[src/rtl/cacheline_responder.sv]
// rtl/cacheline_responder.sv - 256-bit cache line to 4x64-bit memory burst responder.
// Optional one-entry read line buffer: CACHELINE_RESPONDER_LINE_BUFFER_EN.
module cacheline_responder #(
    parameter int LINE_W  = 256,
    parameter int BURST_W = 64
) (
    input  logic               clk,
    input  logic               rst_n,
    input  logic [31:0]        line_addr,
    input  logic [LINE_W-1:0]  line_wdata,
    input  logic               line_read,
    input  logic               line_write,
    output logic [LINE_W-1:0]  line_rdata,
    output logic               line_resp,
    output logic [31:0]        pmem_address,
    output logic               pmem_read,
    output logic               pmem_write,
    output logic [BURST_W-1:0] pmem_wdata,
    input  logic [BURST_W-1:0] pmem_rdata,
    input  logic               pmem_resp
);

    localparam int BEATS = LINE_W / BURST_W;
    localparam int CNT_W = (BEATS > 1) ? $clog2(BEATS) : 1;
    localparam logic [CNT_W-1:0] LAST_BEAT = CNT_W'(BEATS - 1);

    typedef enum logic [1:0] {IDLE, RD_BURST, WR_BURST, DONE} state_t;

    state_t             state_q;
    logic [CNT_W-1:0]   beat_q;
    logic [31:0]        addr_q;
    logic [LINE_W-1:0]  wline_q;
    logic [LINE_W-1:0]  rline_q;
    logic [LINE_W-1:0]  rline_d;
    logic [LINE_W-1:0]  rdata_q;
    logic               rd_q;
    logic               wr_q;
    logic               resp_q;
    logic [31:0]        aligned_addr;
    logic               buf_hit;

`ifdef CACHELINE_RESPONDER_LINE_BUFFER_EN
    logic               buf_valid_q;
    logic [31:0]        buf_tag_q;
    logic [LINE_W-1:0]  buf_data_q;

    assign buf_hit = buf_valid_q && (buf_tag_q == aligned_addr);
`else
    assign buf_hit = 1'b0;
`endif

    assign aligned_addr = line_addr & ~32'h1F;

    // Current beat merged into the partially assembled read line.
    always_comb begin
        rline_d = rline_q;
        for (int b = 0; b < BEATS; b++) begin
            if (beat_q == CNT_W'(b)) begin
                rline_d[b*BURST_W +: BURST_W] = pmem_rdata;
            end
        end
    end

    always_comb begin
        pmem_wdata = '0;
        for (int b = 0; b < BEATS; b++) begin
            if (wr_q && beat_q == CNT_W'(b)) begin
                pmem_wdata = wline_q[b*BURST_W +: BURST_W];
            end
        end
    end

    always_ff @(posedge clk or negedge rst_n) begin
        if (!rst_n) begin
            state_q <= IDLE;
            beat_q  <= '0;
            addr_q  <= '0;
            wline_q <= '0;
            rline_q <= '0;
            rdata_q <= '0;
            rd_q    <= 1'b0;
            wr_q    <= 1'b0;
            resp_q  <= 1'b0;
`ifdef CACHELINE_RESPONDER_LINE_BUFFER_EN
            buf_valid_q <= 1'b0;
            buf_tag_q   <= '0;
            buf_data_q  <= '0;
`endif
        end else begin
            case (state_q)
                IDLE: begin
                    if (line_read) begin
                        addr_q <= aligned_addr;
                        beat_q <= '0;
                        if (buf_hit) begin
`ifdef CACHELINE_RESPONDER_LINE_BUFFER_EN
                            rdata_q <= buf_data_q;
`endif
                            resp_q  <= 1'b1;
                            state_q <= DONE;
                        end else begin
                            rd_q    <= 1'b1;
                            state_q <= RD_BURST;
                        end
                    end else if (line_write) begin
                        addr_q  <= aligned_addr;
                        wline_q <= line_wdata;
                        beat_q  <= '0;
                        wr_q    <= 1'b1;
                        state_q <= WR_BURST;
                    end
                end
                RD_BURST: begin
                    if (pmem_resp) begin
                        rline_q <= rline_d;
                        beat_q  <= beat_q + 1'b1;
                        if (beat_q == LAST_BEAT) begin
                            rdata_q <= rline_d;
                            rd_q    <= 1'b0;
                            resp_q  <= 1'b1;
                            state_q <= DONE;
`ifdef CACHELINE_RESPONDER_LINE_BUFFER_EN
                            buf_valid_q <= 1'b1;
                            buf_tag_q   <= addr_q;
                            buf_data_q  <= rline_d;
`endif
                        end
                    end
                end
                WR_BURST: begin
                    if (pmem_resp) begin
                        beat_q <= beat_q + 1'b1;
                        if (beat_q == LAST_BEAT) begin
                            wr_q    <= 1'b0;
                            resp_q  <= 1'b1;
                            state_q <= DONE;
`ifdef CACHELINE_RESPONDER_LINE_BUFFER_EN
                            // Tag match or not, the buffer ends up holding the written line.
                            buf_valid_q <= 1'b1;
                            buf_tag_q   <= addr_q;
                            buf_data_q  <= wline_q;
`endif
                        end
                    end
                end
                DONE: begin
                    resp_q  <= 1'b0;
                    state_q <= IDLE;
                end
                default: begin
                    state_q <= IDLE;
                end
            endcase
        end
    end

    assign line_rdata   = rdata_q;
    assign line_resp    = resp_q;
    assign pmem_address = addr_q;
    assign pmem_read    = rd_q;
    assign pmem_write   = wr_q;

endmodule

[config.mk]
export PLATFORM = sky130hd
export DESIGN_NAME = cacheline_responder
export DESIGN_NICKNAME = d
export VERILOG_FILES = /design/src/rtl/cacheline_responder.sv
export SDC_FILE = /design/constraint.sdc
export NUM_CORES = 1
export LEC_CHECK = 0
export CORE_MARGIN = 5
export CORE_UTILIZATION = 40
export DETAILED_ROUTE_END_ITERATION = 8
export PLACE_DENSITY = 0.66
export SLEW_MARGIN = 30
export SYNTH_ARGS = -nofsm -noshare
export SYNTH_HDL_FRONTEND = slang
export SYNTH_SLANG_ARGS = --single-unit
[constraint.sdc]
create_clock -name clk -period 6.8 [get_ports clk]
set_input_delay 2.04 -clock clk [delete_from_list [all_inputs] [get_ports clk]]
set_output_delay 2.04 -clock clk [all_outputs]
set_load 0.02 [all_outputs]
[Yosys cells after proc, flatten, opt, wreduce, memory -nomap -nowiden]
Index checks and enable logic that the tools add are counted.
Cells by class
  add/sub/neg operators: 1
  eq/ne operators: 16
  mux-type cells: 29
  bitwise gates (word level): 2
  reductions and logical operators: 20
Operator list (number)
  64-bit two-way mux: 8
  32-bit two-way mux: 2
  3-bit AND reduction: 5
  2-bit two-way mux: 7
  2-bit inequality test (second input constant): 7
  2-bit equality test (second input constant): 4
  2-bit nonzero test: 4
  1-bit two-way mux: 7
  1-bit one-hot mux with 2 select lines: 3
  2-bit one-hot mux with 3 select lines: 1
  5-bit AND reduction: 1
  2-bit by 1-bit equality test with 1-bit output (second input constant): 2
  1-bit logical AND: 4
  2-bit logical NOT: 2
  2-bit by 1-bit inequality test with 1-bit output (second input constant): 2
  2-bit one-hot mux with 2 select lines: 1
  2-bit AND reduction: 2
  4-bit AND reduction: 1
  3-bit inequality test (second input constant): 1
  2-bit by 1-bit adder with 2-bit output (second input constant): 1
  1-bit inverter: 2
  2-bit OR reduction: 1
Storage, ports and cells
  bits in registers: 807
  input bits: 357
  output and inout port bits: 355
  logic and storage cells: 77

[Depth between registers and ports, before layout]
Gate-level depths: netlist of the first run.
  word-level depth: 6
  depth in mapped cells: 9
  depth with buffers taken out: 5

[Worst setup path before layout of the first run]
Ideal clock, no wire load.
  kind: reg-to-output
  start point: reg beat_q[0]
  end point: out pmem_wdata[37]
  arrival time: 1.610 ns
  data required time: 4.760 ns
  setup slack: 3.150 ns
  cell stages (with the launch flop): 8
  path buffers: 2
  cells stage by stage: dfrtp_1 -> inv_1 -> ha_1 -> clkbuf_1 -> buf_2 -> a21oi_1 -> o21ai_0 -> a32o_1
Between the ends
  word-level cells in the longest chain between the ends: 6
  elaborated cells on any way between the ends: 12
  those cells by class: 3 x eq/ne; 4 x mux; 5 x reduce/logical
RTL lines
  from (decl): line 30  | logic [CNT_W-1:0] beat_q;
  from (signal assigned): line 116  | beat_q <= beat_q + 1'b1;
  from (signal assigned): line 132  | beat_q <= beat_q + 1'b1;
  2-bit logical NOT: line 67  | if (wr_q && beat_q == CNT_W'(b)) begin
  1-bit logical AND: line 67
  64-bit two-way mux (3 in series): line 67
  64-bit two-way mux *: line 67
  to (decl): line 18  | output logic [BURST_W-1:0] pmem_wdata,
Mark *: on every way between the ends. The rest lies on a longest branch, timed or not.

[Worst setup path in the final report of the first run]
  start point: reg beat_q[0]
  end point: out pmem_wdata[21]
Same word-level chain as after synthesis.

==> results of run 1 <==
[worst reg2reg max path, cell delays in order (launching register included)]
cell and delay, ns:
dfrtp_1 0.43, inv_1 0.18, ha_4 0.65, buf_4 0.32, buf_4 0.45, nand3_4 0.76, buf_4 0.57, mux2_1 0.37
[power groups by stage]
stage | Sequential, mW | Combinational [mW] | Clock [mW]
floorplan | 7.74 | 4.50 | 0
global placement | 7.23 | 8.14 | 0
detailed placement | 7.35 | 8.29 | 0
CTS | 7.30 | 8.35 | 4.68
global route | 7.52 | 8.85 | 4.86
finish | 7.32 | 8.24 | 4.57
[cell usage in the layout (no fill, tap or decap), drive strengths merged]
master         count
diode             18
clkinv            15
clkdlybuf4s50    700
nand3              4
o2bb2ai            1
and3               1
nand2b            64
a21oi             65
nand2            452
buf               46
a32o              64
a21boi             1
clkbuf           126
a221oi             1
mux2i            196
dfrtp            738
inv                9
nor2               2
ha                 9
bufinv             7
nor2b              3
o21a               1
o31ai              1
o211ai             1
o21ai            263
mux2             476
conb               5
and2               1
[through the flow]
| stage | instance area (um^2) | utilization, % | setup slack, ns | std cells |
|---|---|---|---|---|
| after global routing | 43170 | 53.68 | 1.009 | 4320 |
| after detailed placement | 40280 | 50.09 | 1.859 | 4160 |
| after floorplan | 32450 | - | 3.150 | 2540 |
| after CTS | 43090 | 53.58 | 1.185 | 4310 |
| after global placement | 40230 | 50.02 | 1.807 | 4158 |
| final | 43190 | 53.71 | 1.246 | 4330 |
[logic make-up (layout without fill, tap and decap cells)]
group	Yosys count	in the layout	share of synthesized area, %
AO/OA/AOI/OAI	398	398	7.194
adder cells (fa/ha/maj)	9	9	0.3471
buffers and inverters	191	903	3.406
flip-flops	738	738	56.93
multiplexers	672	672	25.35
other	1	23	0.01156
AND/OR/NAND/NOR	527	527	6.762
[final cells by class]
cell class,count,area (um^2)
Fill cell,6681,37230
Sequential cell,738,18470
Multi-Input combinational cell,1611,12960
Timing Repair Buffer,746,7548
Clock buffer,126,2387
Tap cell,1060,1326
Clock inverter,24,425.4
Antenna cell,18,45.04
Inverter,7,26.28
[registers in the layout (all words and copies together), names as in the netlist, 2 cells and up]
register and flops:
rline_q 192, line_rdata 256, wline_q 256, beat_q 2
state_q 2, pmem_address 27
[synthesized netlist by cell type]
| cell | number |
|---|---|
| mux2_4 | 240 |
| nand2_1 | 451 |
| mux2_2 | 231 |
| buf_1 | 12 |
| o31ai_1 | 1 |
| a221oi_1 | 1 |
| ha_1 | 9 |
| nand2b_1 | 64 |
| mux2_1 | 5 |
| nor2b_1 | 2 |
| o21ai_0 | 262 |
| mux2i_1 | 196 |
| nand3_2 | 3 |
| dfrtp_1 | 738 |
| nand3_4 | 1 |
| clkbuf_1 | 53 |
| o21a_1 | 1 |
| o211ai_1 | 1 |
| clkbuf_4 | 2 |
| and3_1 | 1 |
| conb_1 | 1 |
| a21oi_1 | 65 |
| buf_2 | 67 |
| nor2b_4 | 1 |
| inv_1 | 7 |
| o21ai_2 | 1 |
| nand2_2 | 1 |
| nor2_1 | 2 |
| a32o_1 | 64 |
| buf_6 | 29 |
| o2bb2ai_1 | 1 |
| a21boi_0 | 1 |
| buf_4 | 21 |
| and2_1 | 1 |
[final timing paths]
path,slack (ns),end,startpoint,cells past startpoint
setup / recovery,1.25,pmem_wdata[21],beat_q[0]$_DFFE_PN0P_,7
hold / removal,0.47,line_rdata[196]$_DFFE_PN0P_,line_rdata[196]$_DFFE_PN0P_,2
setup reg to reg,2.98,rline_q[90]$_DFFE_PN0P_,beat_q[1]$_DFFE_PN0P_,7
hold reg to reg,0.47,line_rdata[196]$_DFFE_PN0P_,line_rdata[196]$_DFFE_PN0P_,2
max in group asynchronous,3.88,wline_q[122]$_DFFE_PN0P_,rst_n,3
min in group asynchronous,1.30,line_rdata[210]$_DFFE_PN0P_,rst_n,1
[metal layers]
layer | GRT usage [%] | up-vias | wire (um)
li1 | - | 10140 | -
met3 | 8.477 | 195 | 9331
met1 | 26.36 | 11300 | 38740
met4 | 7.868 | 26 | 3503
met5 | 0 | - | 167
met2 | 35.18 | 687 | 45620
==> flow_metrics.tcl, run 1 <==
set metrics [dict create \
    die_w_um 294.8 \
    drt_first_pass_iters 5 \
    drt_wl_total_um 97350 \
    slowest_stage "ha_4" \
    synth_top_area_share_pct 56.93 \
    slew_viol_final 0 \
    drive_above_1_share_pct 20.08 \
    antenna_found_initial 29 \
    die_y_um 294.8 \
    clk_pin_slew_ns 0.06 \
    syn_to_final_growth_pct 33.15 \
    pwr-share-clk_pct 22.7 \
    core_um2 80420 \
    initial_utilization_pct 40.34 \
    postCtsSetupBuffers 0 \
    synth_area_um2 32440 \
    ir_worst_vdd_v 0.0003324 \
    critPathKind "reg2out" \
    grt_overflow_total 0 \
    internal-power_mw 13.28 \
    hpwl_um 66360 \
    finalPower_mw 20.12 \
    cp.arrival_ns 3.51 \
    dr.first_iter.drc_count 1232 \
    grt_pass1_wl_um 147000 \
    nets 3552 \
    cts_root_buf "clkbuf_16" \
    grt_max_degree 222 \
    clock_skew_ns 0.05939 \
    fmax_mhz 180.0 \
    grt.total_usage_pct 21.67 \
    vias 22350 \
    rsz0062_at_grt "no" \
    end_kind "output pin" \
    powerDensity_nw_per_um2 465.9 \
    ys_seq_area_share_pct 56.93 \
    finalHoldViolations 0 \
    grt_pass1_vias 24070 \
    period_share_pct 81.68 \
    yosys_warnings 0 \
    drcViolationCount 0 \
    clkLatencyLatePin_ns 0.65 \
    synth_seq_cells 738 \
    numClockSinks 738 \
    outcome "finished clean" \
    ys_types 34 \
    viasPerCell 5.162 \
    fin_crit_ns 5.554 \
    max-slew-margin-rel_pct 38.04 \
    tightest_slew_ns 0.9294 \
    swShare_pct 34.02 \
    ios 712 \
    rows 104 \
    ant_nets 0 \
    cp-start-kind "register" \
    holdWs_ns 0.4750 \
    finalSetupTns_ns 0 \
    avgSynthCellArea_um2 12.79 \
    maxCapViolations 0 \
    setup_violations 0 \
    cpPeakStageDelay_ns 0.69 \
    crit_fanout 58 \
    yosys.area.top_type "dfrtp_1" \
    switchingPower_mw 6.845 \
    dieArea_um2 86890 \
    sequentialPowerShare_pct 36.4 \
    synthTopCellsByArea "dfrtp_1 (57%), mux2_4 (11%), mux2_2 (8.0%)" \
    cts_hold_buf 0 \
    portBuffers 701 \
    post_cts_resized 0 \
    routedWlPerCell_um 22.48 \
    critPathRequiredTime_ns 4.76 \
    postSynthCellCount 2536 \
    numCtsBuffers 82 \
    critPathTopFamily "buffers and inverters" \
    tritoncts "yes" \
    crit_buf_inv 3 \
    pwr-share-comb_pct 40.9 \
    leakage_nw 19.59 \
    cts_buffer_depth 3 \
    place.gp.congestion 0.8963 \
    worstPathCellList "inv_1 -> ha_4 -> buf_4 -> a21oi_1 -> o21ai_0 -> a32o_1 -> clkdlybuf4s50_1" \
    h-tree-depth 3 \
    hp-class "reg2reg" \
]
Power figures use the tool's default switching activity.
==> inputs of run 2 (changes only) <==
--- a/config.mk
+++ b/config.mk
@@ -8,7 +8,7 @@
 export CORE_MARGIN = 5
 export CORE_UTILIZATION = 40
 export DETAILED_ROUTE_END_ITERATION = 8
-export PLACE_DENSITY = 0.66
+export PLACE_DENSITY = 0.68
 export SLEW_MARGIN = 30
 export SYNTH_ARGS = -nofsm -noshare
 export SYNTH_HDL_FRONTEND = slang
==> constraint.sdc (replaced) <==
create_clock -name clk -period 5 [get_ports clk]
set_input_delay 1.5 -clock clk [delete_from_list [all_inputs] [get_ports clk]]
set_output_delay 1.5 -clock clk [all_outputs]
set_load 0.02 [all_outputs]
==> run 2 against run 1 <==
Compared with the run above:
- power grew 36%
- routed wire length decreased by 3.4%
- register-to-register slack lost 1.3 ns
- die area is the same
- critical path depth shrank 2
- combinational power is 36% higher
- flip-flop and latch count did not move
- core utilization up 0.26 points
- clock power increased by 35%
- clock skew is 0.020 ns lower
- via count down 1.7%
- critical endpoint is now pmem_wdata[10]
==> flow_metrics.tcl, run 2 (same netlist as run 1, synthesis figures left out) <==
set metrics [dict create \
    die_y_um 294.8 \
    die_w_um 294.8 \
    stdcell_area_um2 43400 \
    antenna_found_initial 12 \
    cts_buffer_depth 3 \
    grt.total_usage_pct 20.87 \
    placed_area_um2 40570 \
    critPathKind "reg2out" \
    routedWlPerCell_um 21.62 \
    cp.arrival_ns 3.35 \
    place.gp.congestion 0.7955 \
    finalSetupTns_ns 0 \
    swShare_pct 33.83 \
    tightest_slew_ns 1.015 \
    core_um2 80420 \
    grt_max_degree 130 \
    pwr-share-clk_pct 22.7 \
    finalPower_mw 27.32 \
    cts_root_buf "clkbuf_16" \
    final_common_cell "dfrtp_1" \
    period_share_pct 97.04 \
    ir_worst_vdd_v 0.0003453 \
    grt_pass1_wl_um 142300 \
    layout_common_cells "dfrtp_1 (738), clkdlybuf4s50_1 (700), nand2_1 (451)" \
    syn_to_final_growth_pct 33.78 \
    nets 3580 \
    rr_worst_depth 7 \
    numCtsBuffers 83 \
    end_kind "output pin" \
    setup_violations 0 \
    fmax_mhz 206.1 \
    critPathRequiredTime_ns 3.50 \
    clock_skew_ns 0.03931 \
    portBuffers 701 \
    whs_path_depth 2 \
    sequentialPowerShare_pct 36.2 \
    cp-start-kind "register" \
    viasPerCell 5.051 \
    crit_fanout 24 \
    grt_pass1_vias 23110 \
    powerDensity_nw_per_um2 629.4 \
    h-tree-depth 3 \
    clk_pin_slew_ns 0.06 \
    internal-power_mw 18.08 \
    clkLatencyLatePin_ns 0.62 \
    grt_overflow_total 0 \
    hpwl_um 63720 \
    vias 21970 \
    dr.first_iter.drc_count 1016 \
    rsz0062_at_grt "no" \
    tritoncts "yes" \
    slew_viol_final 0 \
    numClockSinks 738 \
    initial_utilization_pct 40.34 \
    pwr-share-comb_pct 41.2 \
    switchingPower_mw 9.240 \
    drive_above_1_share_pct 21.05 \
    drt_first_pass_iters 4 \
    ant_nets 0 \
    rows 104 \
    hp-class "reg2reg" \
    post_cts_resized 0 \
    drcViolationCount 0 \
    dieArea_um2 86890 \
    fin_crit_ns 4.852 \
    ios 712 \
    leakage_nw 19.75 \
    finalHoldViolations 0 \
    drt_wl_total_um 94060 \
    maxCapViolations 0 \
    outcome "finished clean" \
    max-slew-margin-rel_pct 32.30 \
]
-- run 2: cell count changes in the layout (fill, tap and decap cells not counted), sizes merged --
| cell | change |
|---|---|
| buf | +27 |
| clkbuf | -10 |
| clkinv | +9 |
| clkinvlp | +2 |
| diode | -10 |
| inv | +2 |
-- run 2: worst paths after layout --
path / startpoint / end / slack (ns)
setup reg to reg: beat_q[0]$_DFFE_PN0P_ / line_rdata[17]$_DFFE_PN0P_ / 1.73
setup / recovery: beat_q[0]$_DFFE_PN0P_ / pmem_wdata[10] / 0.15
max in group asynchronous: rst_n / line_rdata[35]$_DFFE_PN0P_ / 2.86
hold / removal: line_rdata[250]$_DFFE_PN0P_ / line_rdata[250]$_DFFE_PN0P_ / 0.47
min in group asynchronous: rst_n / line_rdata[53]$_DFFE_PN0P_ / 0.95
hold reg to reg: line_rdata[250]$_DFFE_PN0P_ / line_rdata[250]$_DFFE_PN0P_ / 0.47
-- run 2: area by class of cell --
type / instances / area [um^2]
Clock buffer: 116 / 2341
Antenna cell: 8 / 20.02
Fill cell: 6886 / 37020
Sequential cell: 738 / 18470
Tap cell: 1060 / 1326
Timing Repair Buffer: 773 / 7795
Multi-Input combinational cell: 1611 / 12960
Clock inverter: 37 / 456.7
Inverter: 7 / 26.28
-- run 2: worst max-delay path, cell delays in order (launching register included) --
cell and delay (ns):
dfrtp_1 0.41, ha_1 0.40, and2_2 0.70, buf_4 0.35, a32o_1 0.16, clkdlybuf4s50_1 0.69
-- run 2: metrics by stage --
step / cells / hold slack (ns) / setup WS (ns) / utilization [%]
final: 4350 / 0.4705 / 0.1480 / 53.97
after global routing: 4344 / 0.4933 / 0.04752 / 53.95
after CTS: 4341 / 0.4772 / 0.08628 / 53.92
after detailed placement: 4188 / 0.4609 / 0.7783 / 50.44
after global placement: 4188 / 0.4594 / 0.8374 / 50.44
after floorplan: 2540 / 0.4635 / 1.890 / -
-- run 2: power by group through the flow --
stage                     registers [mW]  logic, mW  clock network [mW]
after floorplan                     10.5       6.11                   0
after global placement              9.83       11.1                   0
after detailed placement            9.93       11.3                   0
after CTS                           9.86       11.4                6.34
after global routing                10.2       12.1                6.59
final                               9.88       11.2                6.19
-- run 2: repair_timing --
item	in CTS	in global routing
setup endpoints to repair	0	1
hold buffers	0	0
setup buffers	0	1
-- run 2: routing by layer --
metal	wire, um	vias up	track usage [%]
met5	61	-	0
met4	2203	12	5.547
met2	42870	620	32.72
met3	10070	134	8.372
met1	38850	11030	27.15
li1	-	10180	-
==> inputs of run 3 (changes only) <==
--- a/config.mk
+++ b/config.mk
@@ -9,6 +9,7 @@
 export CORE_UTILIZATION = 40
 export DETAILED_ROUTE_END_ITERATION = 8
 export PLACE_DENSITY = 0.68
+export SETUP_SLACK_MARGIN = 0.1
 export SLEW_MARGIN = 30
 export SYNTH_ARGS = -nofsm -noshare
 export SYNTH_HDL_FRONTEND = slang
==> run 3 against run 2 <==
Compared with the run above:
- critical path depth up 2
- setup slack gained 0.13 ns
- cell count is essentially flat
- worst hold slack about the same
- routed wire length increased by 0.29%
- highest routed layer unchanged
- count of clock-buffer cells in the layout unchanged
- maximum frequency grew 2.8%
- non-clock buffer count rose by 1
- register-to-register slack about the same
==> flow_metrics.tcl, run 3 (same netlist as run 1, synthesis figures left out) <==
set metrics [dict create \
    outcome "finished clean" \
    slowest_stage "clkdlybuf4s50_1" \
    finalSetupTns_ns 0 \
    numCtsBuffers 83 \
    die_w_um 294.8 \
    die_y_um 294.8 \
    viasPerCell 5.047 \
    routedWlPerCell_um 21.68 \
    rsz0062_at_grt "no" \
    powerDensity_nw_per_um2 630.0 \
    slew_viol_final 0 \
    setup_ws_ns 0.2813 \
    drcViolationCount 0 \
    fin_crit_ns 4.719 \
    clk_pin_slew_ns 0.06 \
    holdPathEnd "line_rdata[250]$_DFFE_PN0P_" \
    initial_utilization_pct 40.34 \
    portBuffers 701 \
    ios 712 \
    register_area_um2 18470 \
    grt_pass1_vias 23110 \
    grt_pass1_wl_um 142300 \
    ir_worst_vdd_v 0.0003447 \
    layout_common_cells "dfrtp_1 (738), clkdlybuf4s50_1 (700), nand2_1 (451)" \
    critical_path.startpoint "beat_q[0]$_DFFE_PN0P_" \
    tritoncts "yes" \
    r2r_slack_ns 1.74 \
    cts_buffer_depth 3 \
    pre_cts_ws_ns 0.7783 \
    drt_first_pass_iters 5 \
    rows 104 \
    fmax_mhz 211.9 \
    fillers 6885 \
    multi_input_area_um2 12970 \
    crit_buf_inv 3 \
    place_inst 4188 \
    crit_fanout 15 \
    numClockSinks 738 \
    vias 21960 \
    tightest_slew_ns 1.009 \
    antenna_found_initial 12 \
    rr_worst_depth 7 \
    min_from "line_rdata[250]$_DFFE_PN0P_" \
    cts_root_buf "clkbuf_16" \
    ant_nets 0 \
    grt_max_degree 130 \
    cpPeakStageDelay_ns 0.67 \
    grt.total_usage_pct 20.87 \
    placed_area_um2 40570 \
    hp-class "reg2reg" \
    critPathKind "reg2out" \
    period_share_pct 94.37 \
    hpwl_um 63720 \
    end_kind "output pin" \
    worstReg2RegEnd "line_rdata[16]$_DFFE_PN0P_" \
    rr_startpoint "beat_q[0]$_DFFE_PN0P_" \
    finalHoldViolations 0 \
    setup_violations 0 \
    final_common_cell "dfrtp_1" \
    h-tree-depth 3 \
    maxCapViolations 0 \
    place.gp.congestion 0.7955 \
    cp-start-kind "register" \
    worstPathCellList "inv_1 -> ha_4 -> buf_4 -> nand2_1 -> o21ai_0 -> a32o_1 -> clkdlybuf4s50_1" \
    syn_to_final_growth_pct 33.85 \
    drt_wl_total_um 94330 \
    core_um2 80420 \
    max-slew-margin-rel_pct 32.75 \
    nets 3581 \
    clock_skew_ns 0.03914 \
    clkLatencyLatePin_ns 0.62 \
    critPathRequiredTime_ns 3.50 \
    instances_no_fill 4351 \
    grt_overflow_total 0 \
    leakage_nw 19.76 \
    drive_above_1_share_pct 21.08 \
    dieArea_um2 86890 \
    stdcell_area_um2 43420 \
    dr.first_iter.drc_count 982 \
    whs_path_depth 2 \
    critPathTopFamily "buffers and inverters" \
    cp.arrival_ns 3.22 \
]
-- run 3: changes by cell type in the layout (fill, tap and decap cells not counted), sizes merged --
cell | previous run | this run
buf | 73 | 74
-- run 3: how the worst max path moves through the flow --
stage | endpoint | slack, ns | cells after the start
finish | pmem_wdata[10] | 0.28 | 7
detailed placement | pmem_wdata[10] | 0.78 | 5
CTS | pmem_wdata[9] | 0.11 | 7
floorplan | pmem_wdata[37] | 1.89 | 7
global route | pmem_wdata[10] | 0.1 | 7
global placement | pmem_wdata[10] | 0.84 | 5
-- run 3: layout make-up --
type                            count  share of cell area [%]
Sequential cell                   738                   42.53
Tap cell                         1060                   3.055
Inverter                            7                 0.06052
Multi-Input combinational cell   1611                   29.86
Timing Repair Buffer              774                   18.00
Clock inverter                     37                   1.052
Clock buffer                      116                   5.392
Antenna cell                        8                 0.04611
-- run 3: metrics by stage --
step | power, mW | util, % | hold WS (ns)
5_1_grt | 28.88 | 53.97 | 0.4933
4_1_cts | 27.55 | 53.92 | 0.4772
2_1_floorplan | 16.64 | - | 0.4635
3_5_place_dp | 21.18 | 50.44 | 0.4609
3_3_place_gp | 20.97 | 50.44 | 0.4594
6_report | 27.35 | 53.99 | 0.4706
-- run 3: timing repair --
item / CTS / global route
setup buffers: 0 / 2
pin swaps: 0 / 2
resized for setup: 1 / 0
hold buffers: 0 / 0
setup endpoints to repair: 1 / 12
-- run 3: per-layer routing --
| metal | global-route usage [%] | vias up | share of wire (%) |
|---|---|---|---|
| met4 | 5.547 | 12 | 2.3 |
| met1 | 27.15 | 11010 | 41 |
| met2 | 32.72 | 624 | 46 |
| met5 | 0 | - | 0.065 |
| li1 | - | 10180 | - |
| met3 | 8.372 | 133 | 10 |
-- run 3: worst reg2reg max path, stage by stage, from the launching register on --
cell,delay (ns)
dfrtp_1,0.42
inv_1,0.20
ha_4,0.42
buf_8,0.24
buf_4,0.50
buf_4,0.78
mux2i_1,0.42
o21ai_0,0.11
-- run 3: where the power goes --
part           total, mW  switching, mW  internal (mW)
clock               6.20           2.53           3.66
combinational       11.3           5.36           5.92
sequential          9.88           1.37           8.51
total               27.4           9.26           18.1
